--- src/rtl/mem_copy_pkg.sv ---
// Shared types and default widths for the memory copy engine.
package mem_copy_pkg;

    typedef enum logic [1:0] {
        IDLE  = 2'd0,
        READ  = 2'd1,
        WRITE = 2'd2,
        DONE  = 2'd3
    } copy_state_t;

    localparam int DEF_W = 8;
    localparam int DEF_A = 8;

endpackage

--- src/rtl/mem_copy_engine.sv ---
// Byte-by-byte memory copy engine sharing the data memory port with the core;
// the core owns the port whenever the engine is not in READ or WRITE.
module mem_copy_engine
    import mem_copy_pkg::*;
#(
    parameter int W = DEF_W,
    parameter int A = DEF_A
) (
    input  logic         clk,
    input  logic         Reset,
    input  logic         Start,
    input  logic [A-1:0] SrcAddr,
    input  logic [A-1:0] DstAddr,
    input  logic [A-1:0] Len,
    input  logic [A-1:0] CpuAddr,
    input  logic         CpuWriteEn,
    input  logic [W-1:0] CpuDataIn,
    input  logic [W-1:0] MemDataOut,
    output logic [A-1:0] MemAddr,
    output logic         MemWriteEn,
    output logic [W-1:0] MemDataIn,
    output logic         Busy,
    output logic         Done
);

    copy_state_t  state;
    logic [A-1:0] src;
    logic [A-1:0] dst;
    logic [A-1:0] len;
    logic [A-1:0] idx;
    logic [W-1:0] buffer;
    logic [A-1:0] idx_nxt;

    assign idx_nxt = idx + A'(1);

    always_ff @(posedge clk) begin
        if (Reset) begin
            state  <= IDLE;
            src    <= '0;
            dst    <= '0;
            len    <= '0;
            idx    <= '0;
            buffer <= '0;
        end else begin
            case (state)
                IDLE: begin
                    if (Start) begin
                        src   <= SrcAddr;
                        dst   <= DstAddr;
                        len   <= Len;
                        idx   <= '0;
                        state <= (Len != '0) ? READ : DONE;
                    end
                end
                READ: begin
                    buffer <= MemDataOut;
                    state  <= WRITE;
                end
                WRITE: begin
                    idx   <= idx_nxt;
                    state <= (idx_nxt == len) ? DONE : READ;
                end
                DONE:    state <= IDLE;
                default: state <= IDLE;
            endcase
        end
    end

    // Port mux: engine drives memory only while busy, otherwise the core passes straight through.
    always_comb begin
        MemAddr    = CpuAddr;
        MemWriteEn = CpuWriteEn;
        MemDataIn  = CpuDataIn;
        case (state)
            READ: begin
                MemAddr    = src + idx;
                MemWriteEn = 1'b0;
                MemDataIn  = buffer;
            end
            WRITE: begin
                MemAddr    = dst + idx;
                MemWriteEn = 1'b1;
                MemDataIn  = buffer;
            end
            default: ;
        endcase
    end

    assign Busy = (state == READ) || (state == WRITE);
    assign Done = (state == DONE);

endmodule

--- config.mk ---
export PLATFORM = sky130hd
export DESIGN_NAME = mem_copy_engine
export DESIGN_NICKNAME = d
export VERILOG_FILES = /design/src/rtl/mem_copy_pkg.sv /design/src/rtl/mem_copy_engine.sv
export SDC_FILE = /design/constraint.sdc
export NUM_CORES = 1
export LEC_CHECK = 0
export ABC_AREA = 1
export CAP_MARGIN = 20
export CORE_MARGIN = 3
export CORE_UTILIZATION = 51
export DETAILED_ROUTE_END_ITERATION = 10
export GPL_TIMING_DRIVEN = 0
export PLACE_DENSITY = 0.85
export SLEW_MARGIN = 20
export SYNTH_ARGS = -nofsm -noshare
export SYNTH_HDL_FRONTEND = slang
export SYNTH_SLANG_ARGS = --single-unit
--- constraint.sdc ---
create_clock -name clk -period 7.1 [get_ports clk]
set_input_delay 1.42 -clock clk [delete_from_list [all_inputs] [get_ports clk]]
set_output_delay 1.42 -clock clk [all_outputs]
set_load 0.01 [all_outputs]
Word level (Yosys, flattened, before mapping)
Index checks and enable logic that the tools add are counted.
{"block": "word_totals", "out_inout_bits": 19, "reg_bits": 42, "word_cells": 30, "in_bits": 52}
{"block": "classes", "mux": 9, "addsub": 3, "eq_ne": 5, "reduce_logical": 7}
{"op": "8-bit one-hot mux with 2 select lines", "n": 2}
{"op": "8-bit adder", "n": 2}
{"op": "8-bit two-way mux", "n": 2}
{"op": "8-bit by 1-bit adder with 8-bit output (second input constant)", "n": 1}
{"op": "8-bit == test", "n": 1}
{"op": "2-bit one-hot mux with 4 select lines", "n": 1}
{"op": "8-bit nonzero test", "n": 1}
{"op": "2-bit two-way mux", "n": 3}
{"op": "2-bit == test (second input constant)", "n": 2}
{"op": "2-bit AND reduction", "n": 2}
{"op": "2-bit by 1-bit == test with 1-bit output (second input constant)", "n": 1}
{"op": "2-bit zero test", "n": 1}
{"op": "2-bit != test (second input constant)", "n": 1}
{"op": "1-bit one-hot mux with 2 select lines", "n": 1}
{"op": "2-bit nonzero test", "n": 1}
{"op": "2-bit OR reduction", "n": 1}
{"op": "1-bit logical OR", "n": 1}

Depth between registers and ports, before layout
Gate-level depths: netlist (run 1).
{"block": "logic_depth", "depth_word": 4, "ltp_mapped": 14, "ltp_nobuf": 14}

Least setup slack after synthesis (run 1)
Ideal clock, no wire load.
{"block": "synth_path", "path_kind": "register to output", "start": "register state[0]", "end": "output port MemAddr[6]", "n_path_buf": 1, "stages_incl_launch_ff": 15, "arrival_ns": 2.194, "path_slack_ns": 3.486, "t_required_ns": 5.680, "cell_sequence": "dfxtp_1 inv_1 ha_1 buf_2 nand2_1 nand2_1 ha_1 fa_1 nand3_1 nand3_1 nand2_1 nand2_1 a21oi_1 nand2_1 a31oi_1"}
{"block": "synth_between", "elab_chain_len": 2, "word_cells_on_any_way": 3, "cone_classes": "2 x eq/ne; 1 x mux"}
{"item": "from (decl)", "line_no": "mem_copy_engine.sv:26", "rtl": "copy_state_t state;"}
{"item": "from (signal assigned)", "line_no": "mem_copy_engine.sv:52", "rtl": "state <= (Len != '0) ? READ : DONE;"}
{"item": "from (signal assigned)", "line_no": "mem_copy_engine.sv:61", "rtl": "state <= (idx_nxt == len) ? DONE : READ;"}
{"item": "2-bit == test / 2-bit by 1-bit == test with 1-bit output (equally long branches)", "line_no": "mem_copy_engine.sv:74", "rtl": "case (state)"}
{"item": "8-bit one-hot mux with 2 select lines (*)", "line_no": "mem_copy_engine.sv:74"}
{"item": "to (decl)", "line_no": "mem_copy_engine.sv:19", "rtl": "output logic [A-1:0] MemAddr,"}
Mark *: on every way between the ends. The rest lies on a longest branch, timed or not.

Final worst setup path (run 1)
Ends and elaborated chain as after synthesis.

==> impl_metrics.env, run 1 <==
export IMPL_run_status="finished, final reports clean"
export IMPL_dp_final_hpwl_mm=5.22
export IMPL_synth_edff_count=0
export IMPL_gp_congestion=0.897
export IMPL_power_share_combinational=0.230
export IMPL_rsz0062_at_grt="false"
export IMPL_grt_usage=0.243
export IMPL_start_util=0.547
export IMPL_r2r_cells=7
export IMPL_p_total_mw=0.583
export IMPL_crit_type="reg -> out"
export IMPL_layout_commonest_cell="nand2_1"
export IMPL_wl_per_cell_um=13.1
export IMPL_antenna_found_initial=0
export IMPL_peakVddDrop_mv=0.130
export IMPL_wl_mm=6.66
export IMPL_cap_viol_max_count=0
export IMPL_synth_ff_type="dfxtp_1"
export IMPL_core_area_um2=4500
export IMPL_synthCells=381
export IMPL_cts_sink_count=42
export IMPL_cp_max_fo=10
export IMPL_final_cell_mix="nand2_1 (157), clkdlybuf4s50_1 (69), dfxtp_1 (42)"
export IMPL_period_needed_ps=4690
export IMPL_setup_viol=0
export IMPL_postCtsSetupBuffers=0
export IMPL_ant_nets=0
export IMPL_htree_levels=2
export IMPL_postLayoutCoreUtil=0.739
export IMPL_final_nets=522
export IMPL_cp_arrival_ps=3270
export IMPL_hold_buffers=0
export IMPL_avgSynthCellArea_um2=6.47
export IMPL_r2r_setup_slack_ps=5110
export IMPL_drive_gt1_frac=0.0699
export IMPL_syn_nets=446
export IMPL_via_per_inst=5.16
export IMPL_power_switching_mw=0.161
export IMPL_synth_area_leaders="dfxtp_1 (34%), nand2_1 (24%), a21oi_1 (8.1%)"
export IMPL_dp_cells=502
export IMPL_switching_share=0.276
export IMPL_clkTransAtPathRegs_ps=80
export IMPL_max_slew_margin=0.465
export IMPL_regToRegStartpoint="state[0]"
export IMPL_final_cells=510
export IMPL_diodes=0
export IMPL_power_internal_mw=0.422
export IMPL_yosysTopAreaCell="dfxtp_1"
export IMPL_fin_crit_sh=0.661
export IMPL_critPathLaunchType="flop"
export IMPL_pwr_share_clk=0.329
export IMPL_synth_seq_cells=42
export IMPL_hold_viol=0
export IMPL_required_ps=5680
export IMPL_clockBufferDepth=2
export IMPL_seq_area_frac_synth=0.341
export IMPL_dr_total_vias=2633
export IMPL_synth_cell_types=31
export IMPL_drt_initial_drc_count=134
export IMPL_root_buffer="clkbuf_8"
export IMPL_grt_pass1_wl_mm=10.6
export IMPL_placed_area_um2=3220
export IMPL_dr_pass1_iters=4
export IMPL_cts_resized=0
export IMPL_finish_instance_area_um2=3330
export IMPL_power_frac_seq=0.441
export IMPL_fin_skew_ps=1.96
export IMPL_min_to="dst[1]"
export IMPL_whs_path_depth=2
export IMPL_async_flop_share=0
export IMPL_grt_start_max_net_pins=14
export IMPL_clk_latency_ps=300
export IMPL_fp_row_count=24
export IMPL_area_delta_synth_final_pct=35.1
export IMPL_die_y_um=75.5
export IMPL_min_delay_start="dst[1]"
export IMPL_grt_pass1_vias=2483
export IMPL_numCtsBuffers=5
export IMPL_die_w_um=75.5
export IMPL_yosys_area_top_type_share=0.341
export IMPL_hold_path_class="reg -> reg"
export IMPL_worstMarginPinSlew_ps=803
export IMPL_port_buffers=69
export IMPL_setup_tns_ps=0
export IMPL_cts_tree="built"
export IMPL_fmax_ghz=0.213
export IMPL_ys_warn_count=0
export IMPL_worstSetupEndpointType="primary output"
export IMPL_ios=71
export IMPL_die_area_um2=5700
export IMPL_synth_area_um2=2460
export IMPL_p_leak_nw=1.39
export IMPL_slew_viol_final=0
export IMPL_gr_total_overflow=0
export IMPL_r2r_end="idx[7]"
export IMPL_powerDensity_nw_per_um2=175
export IMPL_drc=0
[sequential cells by signal, summed over array words and instances, names as in the netlist]
signal,flops
buffer,8
dst,8
idx,8
len,8
src,8
state,2
[synthesized netlist by cell type, drive strengths merged (2+ instances only)]
master    n
inv      26
nor3      2
buf       6
a21oi    41
a211oi    6
clkinv    3
dfxtp    42
clkbuf    9
nand4     3
or2       5
o21ai     5
a31oi     2
ha       12
nand3    28
nand2   163
nor2     20
[worst max-delay path by stage]
stage,start,to
floorplan,state[0],MemAddr[6]
global placement,state[0],MemAddr[6]
detailed placement,state[0],MemAddr[6]
CTS,state[0],MemAddr[6]
global route,state[0],MemAddr[6]
finish,state[0],MemAddr[6]
[critical path, stage by stage, from the launching register on]
cell and delay (ps):
dfxtp_1 350, inv_1 90, ha_1 170, clkinv_1 250, nand2_1 140, nand2_1 80, ha_1 220, fa_1 420
nand3_1 100, nand3_1 90, nand2_1 90, nand2_1 60, a21oi_1 150, nand2_1 70, a31oi_1 160, clkdlybuf4s50_1 550
[cells by family after synthesis]
kind of cell,after synthesis,share of synthesized area
xor gates and xnor gates,2,0.00711
and+or+nand+nor,223,0.386
AOI/OAI and AO/OA,57,0.127
adders and majority gates,13,0.0691
DFF,42,0.341
buffers and inverters,44,0.0691
[per-layer routing]
| metal | share of wire | vias up | routed length (µm) | global-route usage |
|---|---|---|---|---|
| li1 | - | 1381 | - | - |
| met1 | 0.43 | 1168 | 2840 | 0.277 |
| met5 | 0 | - | 0 | 0 |
| met3 | 0.054 | 10 | 358 | 0.0475 |
| met4 | 0.014 | 0 | 93 | 0.0854 |
| met2 | 0.51 | 74 | 3370 | 0.447 |
[final cells by class]
| type | instances | area [µm²] |
|---|---|---|
| multi-input cells | 295 | 1450 |
| fillers | 399 | 1170 |
| flip-flops and latches | 42 | 841 |
| repair buffers | 69 | 691 |
| inverters | 29 | 109 |
| clock buffers | 6 | 72.6 |
| well taps | 52 | 65.1 |
| plain buffers | 15 | 61.3 |
| clock inverters | 2 | 37.5 |
[power groups by stage]
stage	registers, mW	logic, mW	clock network (mW)
final	0.257	0.134	0.192
after detailed placement	0.262	0.133	0
after floorplan	0.260	0.0659	0
after global routing	0.258	0.148	0.199
after CTS	0.257	0.134	0.191
after global placement	0.261	0.131	0
[per-stage QoR]
step	hold WS, ps	setup slack [ps]
after floorplan	441	3490
after global placement	449	2830
after detailed placement	457	2770
after CTS	469	2430
after global routing	482	2090
final	471	2410
(Power assumes the default switching activity.)
==> inputs of run 2 (changes only) <==
--- a/config.mk
+++ b/config.mk
@@ -8,10 +8,10 @@
 export ABC_AREA = 1
 export CAP_MARGIN = 20
 export CORE_MARGIN = 3
-export CORE_UTILIZATION = 51
+export CORE_UTILIZATION = 48
 export DETAILED_ROUTE_END_ITERATION = 10
 export GPL_TIMING_DRIVEN = 0
-export PLACE_DENSITY = 0.85
+export PLACE_DENSITY = 0.81
 export SLEW_MARGIN = 20
 export SYNTH_ARGS = -nofsm -noshare
 export SYNTH_HDL_FRONTEND = slang
==> constraint.sdc (replaced) <==
create_clock -name clk -period 4.65 [get_ports clk]
set_input_delay 0.93 -clock clk [delete_from_list [all_inputs] [get_ports clk]]
set_output_delay 0.93 -clock clk [all_outputs]
set_load 0.01 [all_outputs]
==> run 2 against run 1 <==
  * Sequential power up 52%
  * Clock-buffer cell count unchanged
  * Worst hold slack lost 2.7 ps
  * Critical endpoint unchanged
  * Largest power group unchanged
  * Highest routed layer unchanged
==> impl_metrics.env, run 2 (synthesis results as in run 1) <==
export IMPL_use_met3=0.0383
export IMPL_root_buffer="clkbuf_8"
export IMPL_r2r_setup_slack_ps=2690
export IMPL_dr_total_vias=2601
export IMPL_slew_viol_final=0
export IMPL_core_area_um2=4850
export IMPL_diodes=0
export IMPL_worstMarginPinSlew_ps=777
export IMPL_pwr_share_clk=0.327
export IMPL_dr_pass1_iters=4
export IMPL_cap_viol_max_count=0
export IMPL_grt_usage=0.217
export IMPL_max_slew_margin=0.482
export IMPL_whs_path_depth=2
export IMPL_fin_crit_sh=0.896
export IMPL_rsz0062_at_grt="false"
export IMPL_hold_buffers=0
export IMPL_drc=0
export IMPL_crit_type="reg -> out"
export IMPL_final_cell_mix="nand2_1 (157), clkdlybuf4s50_1 (69), dfxtp_1 (42)"
export IMPL_power_share_combinational=0.231
export IMPL_die_y_um=77.6
export IMPL_cp_cell_sequence="inv_1 -> ha_1 -> clkinv_1 -> nand2_1 -> nand2_1 -> ha_1 -> fa_1 -> nand3_1 -> nand3_1 -> nand2_1 -> nand2_1 -> a21oi_1 -> nand2_1 -> a31oi_1 -> clkdlybuf4s50_1"
export IMPL_setup_viol=0
export IMPL_wl_mm=6.38
export IMPL_switching_share=0.273
export IMPL_path_common_cell="nand2_1"
export IMPL_area_delta_synth_final_pct=35.9
export IMPL_fill_cells=443
export IMPL_power_internal_mw=0.644
export IMPL_cts_tree="built"
export IMPL_die_area_um2=6030
export IMPL_dp_final_hpwl_mm=5.09
export IMPL_grt_pass1_wl_mm=10.6
export IMPL_min_delay_start="buffer[1]"
export IMPL_cp_arrival_ps=3240
export IMPL_clk_latency_ps=290
export IMPL_clockBufferDepth=2
export IMPL_gp_congestion=0.866
export IMPL_gr_total_overflow=0
export IMPL_layout_commonest_cell="nand2_1"
export IMPL_fp_row_count=25
export IMPL_r2r_cells=7
export IMPL_p_total_mw=0.885
export IMPL_hold_viol=0
export IMPL_cpMaxStageDelayCell="clkdlybuf4s50_1"
export IMPL_ant_nets=0
export IMPL_drt_initial_drc_count=126
export IMPL_fin_hold_ws_ps=468
export IMPL_port_buffers=69
export IMPL_hold_path_class="reg -> reg"
export IMPL_drive_gt1_frac=0.0699
export IMPL_run_status="finished, final reports clean"
export IMPL_via_per_inst=4.95
export IMPL_wl_per_cell_um=12.2
export IMPL_crit_path_max_incr_delay_ps=550
export IMPL_numCtsBuffers=5
export IMPL_grt_pass1_vias=2404
export IMPL_critPathLaunchType="flop"
export IMPL_peakVddDrop_mv=0.197
export IMPL_postLayoutCoreUtil=0.691
export IMPL_powerDensity_nw_per_um2=264
export IMPL_antenna_found_initial=0
export IMPL_use_met2=0.379
export IMPL_r2r_end="idx[4]"
export IMPL_grt_busiest_layer="met2"
export IMPL_required_ps=3720
export IMPL_start_util=0.508
export IMPL_final_nets=522
export IMPL_p_leak_nw=1.39
export IMPL_cts_resized=0
export IMPL_ios=71
export IMPL_power_frac_seq=0.442
export IMPL_grt_start_max_net_pins=14
export IMPL_fmax_ghz=0.240
export IMPL_clkTransAtPathRegs_ps=80
export IMPL_cp_max_fo=10
export IMPL_min_to="buffer[1]"
export IMPL_die_w_um=77.6
export IMPL_postCtsSetupBuffers=0
export IMPL_worstSetupEndpointType="primary output"
export IMPL_power_switching_mw=0.241
export IMPL_met1_usage=0.268
export IMPL_cts_sink_count=42
export IMPL_fin_skew_ps=3.38
export IMPL_regToRegStartpoint="state[1]"
export IMPL_period_needed_ps=4170
export IMPL_htree_levels=2
export IMPL_setup_tns_ps=0
==> run 2: critical path: cells and delay by family (launching register included) <==
kind                     cells  cell delay, ps
buffers and inverters        3             910
flip-flops                   1             340
AND/OR/NAND/NOR              7             590
adder cells (fa/ha/maj)      3             800
AO/OA/AOI/OAI                2             300
==> run 2: area by class of cell <==
type                            instances  area [µm²]  share of cell area
Buffer                                 15        61.3              0.0183
Clock buffer                            6        72.6              0.0217
Clock inverter                          2        37.5              0.0112
Inverter                               29         109              0.0325
Multi-Input combinational cell        295        1450               0.434
Sequential cell                        42         841               0.251
Tap cell                               67        83.8              0.0250
Timing Repair Buffer                   69         691               0.206
==> run 2: stage by stage <==
step / area (µm²) / std cells / worst slack, ps
global placement: 3240 / 517 / 847
global route: 3350 / 525 / 220
detailed placement: 3240 / 517 / 812
CTS: 3350 / 525 / 479
finish: 3350 / 525 / 484
floorplan: 2460 / 381 / 1530
==> run 2: power by group through the flow <==
stage / registers (mW) / clock network [mW] / logic [mW]
2_1_floorplan: 0.397 / 0 / 0.101
3_3_place_gp: 0.399 / 0 / 0.201
3_5_place_dp: 0.400 / 0 / 0.205
4_1_cts: 0.391 / 0.292 / 0.205
5_1_grt: 0.393 / 0.307 / 0.227
6_report: 0.391 / 0.289 / 0.205
==> run 2: how the worst max path moves through the flow <==
| stage | from | endpoint | slack, ps | depth (start not counted) |
|---|---|---|---|---|
| final | state[0] | MemAddr[6] | 480 | 15 |
| after global routing | state[0] | MemAddr[6] | 220 | 15 |
| after CTS | state[0] | MemAddr[6] | 480 | 15 |
| after detailed placement | state[0] | MemAddr[6] | 810 | 15 |
| after global placement | state[0] | MemAddr[6] | 850 | 15 |
| after floorplan | state[0] | MemAddr[6] | 1530 | 14 |
==> run 2: per-layer routing <==
layer,share of wire,wire (µm)
met2,0.48,3050
met1,0.46,2920
met3,0.049,315
met4,0.015,96
met5,0,0
==> inputs of run 3 (changes only) <==
--- a/config.mk
+++ b/config.mk
@@ -7,6 +7,7 @@
 export LEC_CHECK = 0
 export ABC_AREA = 1
 export CAP_MARGIN = 20
+export CORE_ASPECT_RATIO = 1.25
 export CORE_MARGIN = 3
 export CORE_UTILIZATION = 48
 export DETAILED_ROUTE_END_ITERATION = 10
==> run 3 against run 2 <==
  * Register-to-register slack better by 70 ps
  * Clock power is essentially flat
  * Worst setup slack lost 69 ps
  * Flip-flop and latch count unchanged
  * Sequential power about the same
  * Non-clock buffer count stayed put
  * Final cell count decreased by 1.3%
  * Highest routed layer unchanged
  * Clock-buffer cell count is the same
  * Sequential share of layout area increased by 0.066 points
==> impl_metrics.env, run 3 (synthesis results as in run 1) <==
export IMPL_crit_type="reg -> out"
export IMPL_grt_usage=0.228
export IMPL_die_y_um=86.1
export IMPL_path_common_cell="nand2_1"
export IMPL_hold_path_class="reg -> reg"
export IMPL_dp_final_hpwl_mm=5.22
export IMPL_cp_max_fo=10
export IMPL_wl_per_cell_um=12.9
export IMPL_peakVddDrop_mv=0.225
export IMPL_run_status="finished, final reports clean"
export IMPL_final_nets=522
export IMPL_period_needed_ps=4230
export IMPL_gr_total_overflow=0
export IMPL_numCtsBuffers=5
export IMPL_hold_buffers=0
export IMPL_root_buffer="clkbuf_8"
export IMPL_power_share_combinational=0.230
export IMPL_htree_levels=2
export IMPL_dr_pass1_iters=4
export IMPL_layout_setup_ws_ps=416
export IMPL_postCtsSetupBuffers=0
export IMPL_setup_viol=0
export IMPL_power_frac_seq=0.444
export IMPL_area_delta_synth_final_pct=35.6
export IMPL_via_per_inst=5.27
export IMPL_slew_viol_final=0
export IMPL_grt_pass1_wl_mm=11.1
export IMPL_worstSetupEndpointType="primary output"
export IMPL_critPathLaunchType="flop"
export IMPL_cpMaxStageDelayCell="clkdlybuf4s50_1"
export IMPL_fp_row_count=28
export IMPL_fill_cells=448
export IMPL_p_leak_nw=1.39
export IMPL_die_area_um2=6030
export IMPL_drt_initial_drc_count=179
export IMPL_cp_cell_sequence="inv_1 -> ha_1 -> clkinv_1 -> nand2_1 -> nand2_1 -> ha_1 -> fa_1 -> nand3_1 -> nand3_1 -> nand2_1 -> nand2_1 -> a21oi_1 -> nand2_1 -> a31oi_1 -> clkdlybuf4s50_1"
export IMPL_postLayoutCoreUtil=0.691
export IMPL_ios=71
export IMPL_drive_gt1_frac=0.0699
export IMPL_max_slew_margin=0.491
export IMPL_port_buffers=69
export IMPL_ant_nets=0
export IMPL_cts_tree="built"
export IMPL_drc=0
export IMPL_hold_viol=0
export IMPL_power_switching_mw=0.240
export IMPL_setup_tns_ps=0
export IMPL_clockBufferDepth=2
export IMPL_crit_family="buffers and inverters"
export IMPL_cts_resized=0
export IMPL_power_internal_mw=0.644
export IMPL_clk_latency_ps=300
export IMPL_crit_path_max_incr_delay_ps=560
export IMPL_grt_pass1_vias=2543
export IMPL_powerDensity_nw_per_um2=265
export IMPL_core_area_um2=4830
export IMPL_dp_slack_ps=740
export IMPL_cp_num_buf_inv=3
export IMPL_fin_crit_sh=0.911
export IMPL_final_cell_mix="nand2_1 (157), clkdlybuf4s50_1 (69), dfxtp_1 (42)"
export IMPL_clkTransAtPathRegs_ps=90
export IMPL_switching_share=0.272
export IMPL_cts_sink_count=42
export IMPL_fmax_ghz=0.236
export IMPL_cp_arrival_ps=3300
export IMPL_start_util=0.510
export IMPL_fin_skew_ps=11.4
export IMPL_layout_commonest_cell="nand2_1"
export IMPL_rsz0062_at_grt="false"
export IMPL_die_w_um=70.1
export IMPL_diodes=0
export IMPL_pwr_share_clk=0.326
export IMPL_gp_congestion=0.866
export IMPL_cap_viol_max_count=0
export IMPL_antenna_found_initial=0
export IMPL_required_ps=3720
export IMPL_grt_start_max_net_pins=14
export IMPL_wl_mm=6.69
export IMPL_dr_total_vias=2729
export IMPL_worstMarginPinSlew_ps=764
## run 3: cell counts in the layout (fill, tap and decap cells not counted)
Identical to the previous run, type by type.
## run 3: cell type report
type	count	area, µm²	area share
multi-input combinational	295	1450	0.435
tap	60	75.1	0.0225
clock inverter	2	37.5	0.0112
timing repair buffer	69	691	0.207
inverter	29	109	0.0326
buffer	15	61.3	0.0184
clock buffer	6	72.6	0.0217
sequential	42	841	0.252
## run 3: stage by stage
stage | cell area (µm²) | hold WS [ps] | cells | power (mW)
2_1_floorplan | 2460 | 441 | 381 | 0.498
3_3_place_gp | 3230 | 449 | 510 | 0.599
3_5_place_dp | 3230 | 452 | 510 | 0.603
4_1_cts | 3340 | 465 | 518 | 0.885
5_1_grt | 3340 | 486 | 518 | 0.927
6_report | 3340 | 464 | 518 | 0.884
## run 3: power groups by stage
| stage | Combinational (mW) | Clock (mW) | Sequential, mW |
|---|---|---|---|
| 2_1_floorplan | 0.101 | 0 | 0.397 |
| 3_3_place_gp | 0.199 | 0 | 0.400 |
| 3_5_place_dp | 0.203 | 0 | 0.401 |
| 4_1_cts | 0.204 | 0.289 | 0.392 |
| 5_1_grt | 0.224 | 0.307 | 0.395 |
| 6_report | 0.203 | 0.288 | 0.393 |
## run 3: metal layers
| layer | track usage | vias up | share of wire |
|---|---|---|---|
| met2 | 0.401 | 99 | 0.49 |
| met1 | 0.261 | 1235 | 0.41 |
| met5 | 0 | - | 0 |
| met3 | 0.0434 | 21 | 0.064 |
| li1 | - | 1374 | - |
| met4 | 0.117 | 0 | 0.036 |
## run 3: worst paths after layout
check / startpoint / to / slack (ps) / cells past startpoint
worst min register to register: buffer[7] / buffer[7] / 460 / 2
worst min-delay path: buffer[7] / buffer[7] / 460 / 2
worst max register to register: state[0] / idx[7] / 2760 / 7
worst max-delay path: state[0] / MemAddr[6] / 420 / 15
## run 3: tightest hold or removal path: cells and delay by family, from the launching register on
family,cells,cell delay [ps]
simple gates,1,60
flops,1,320
compound gates,1,50
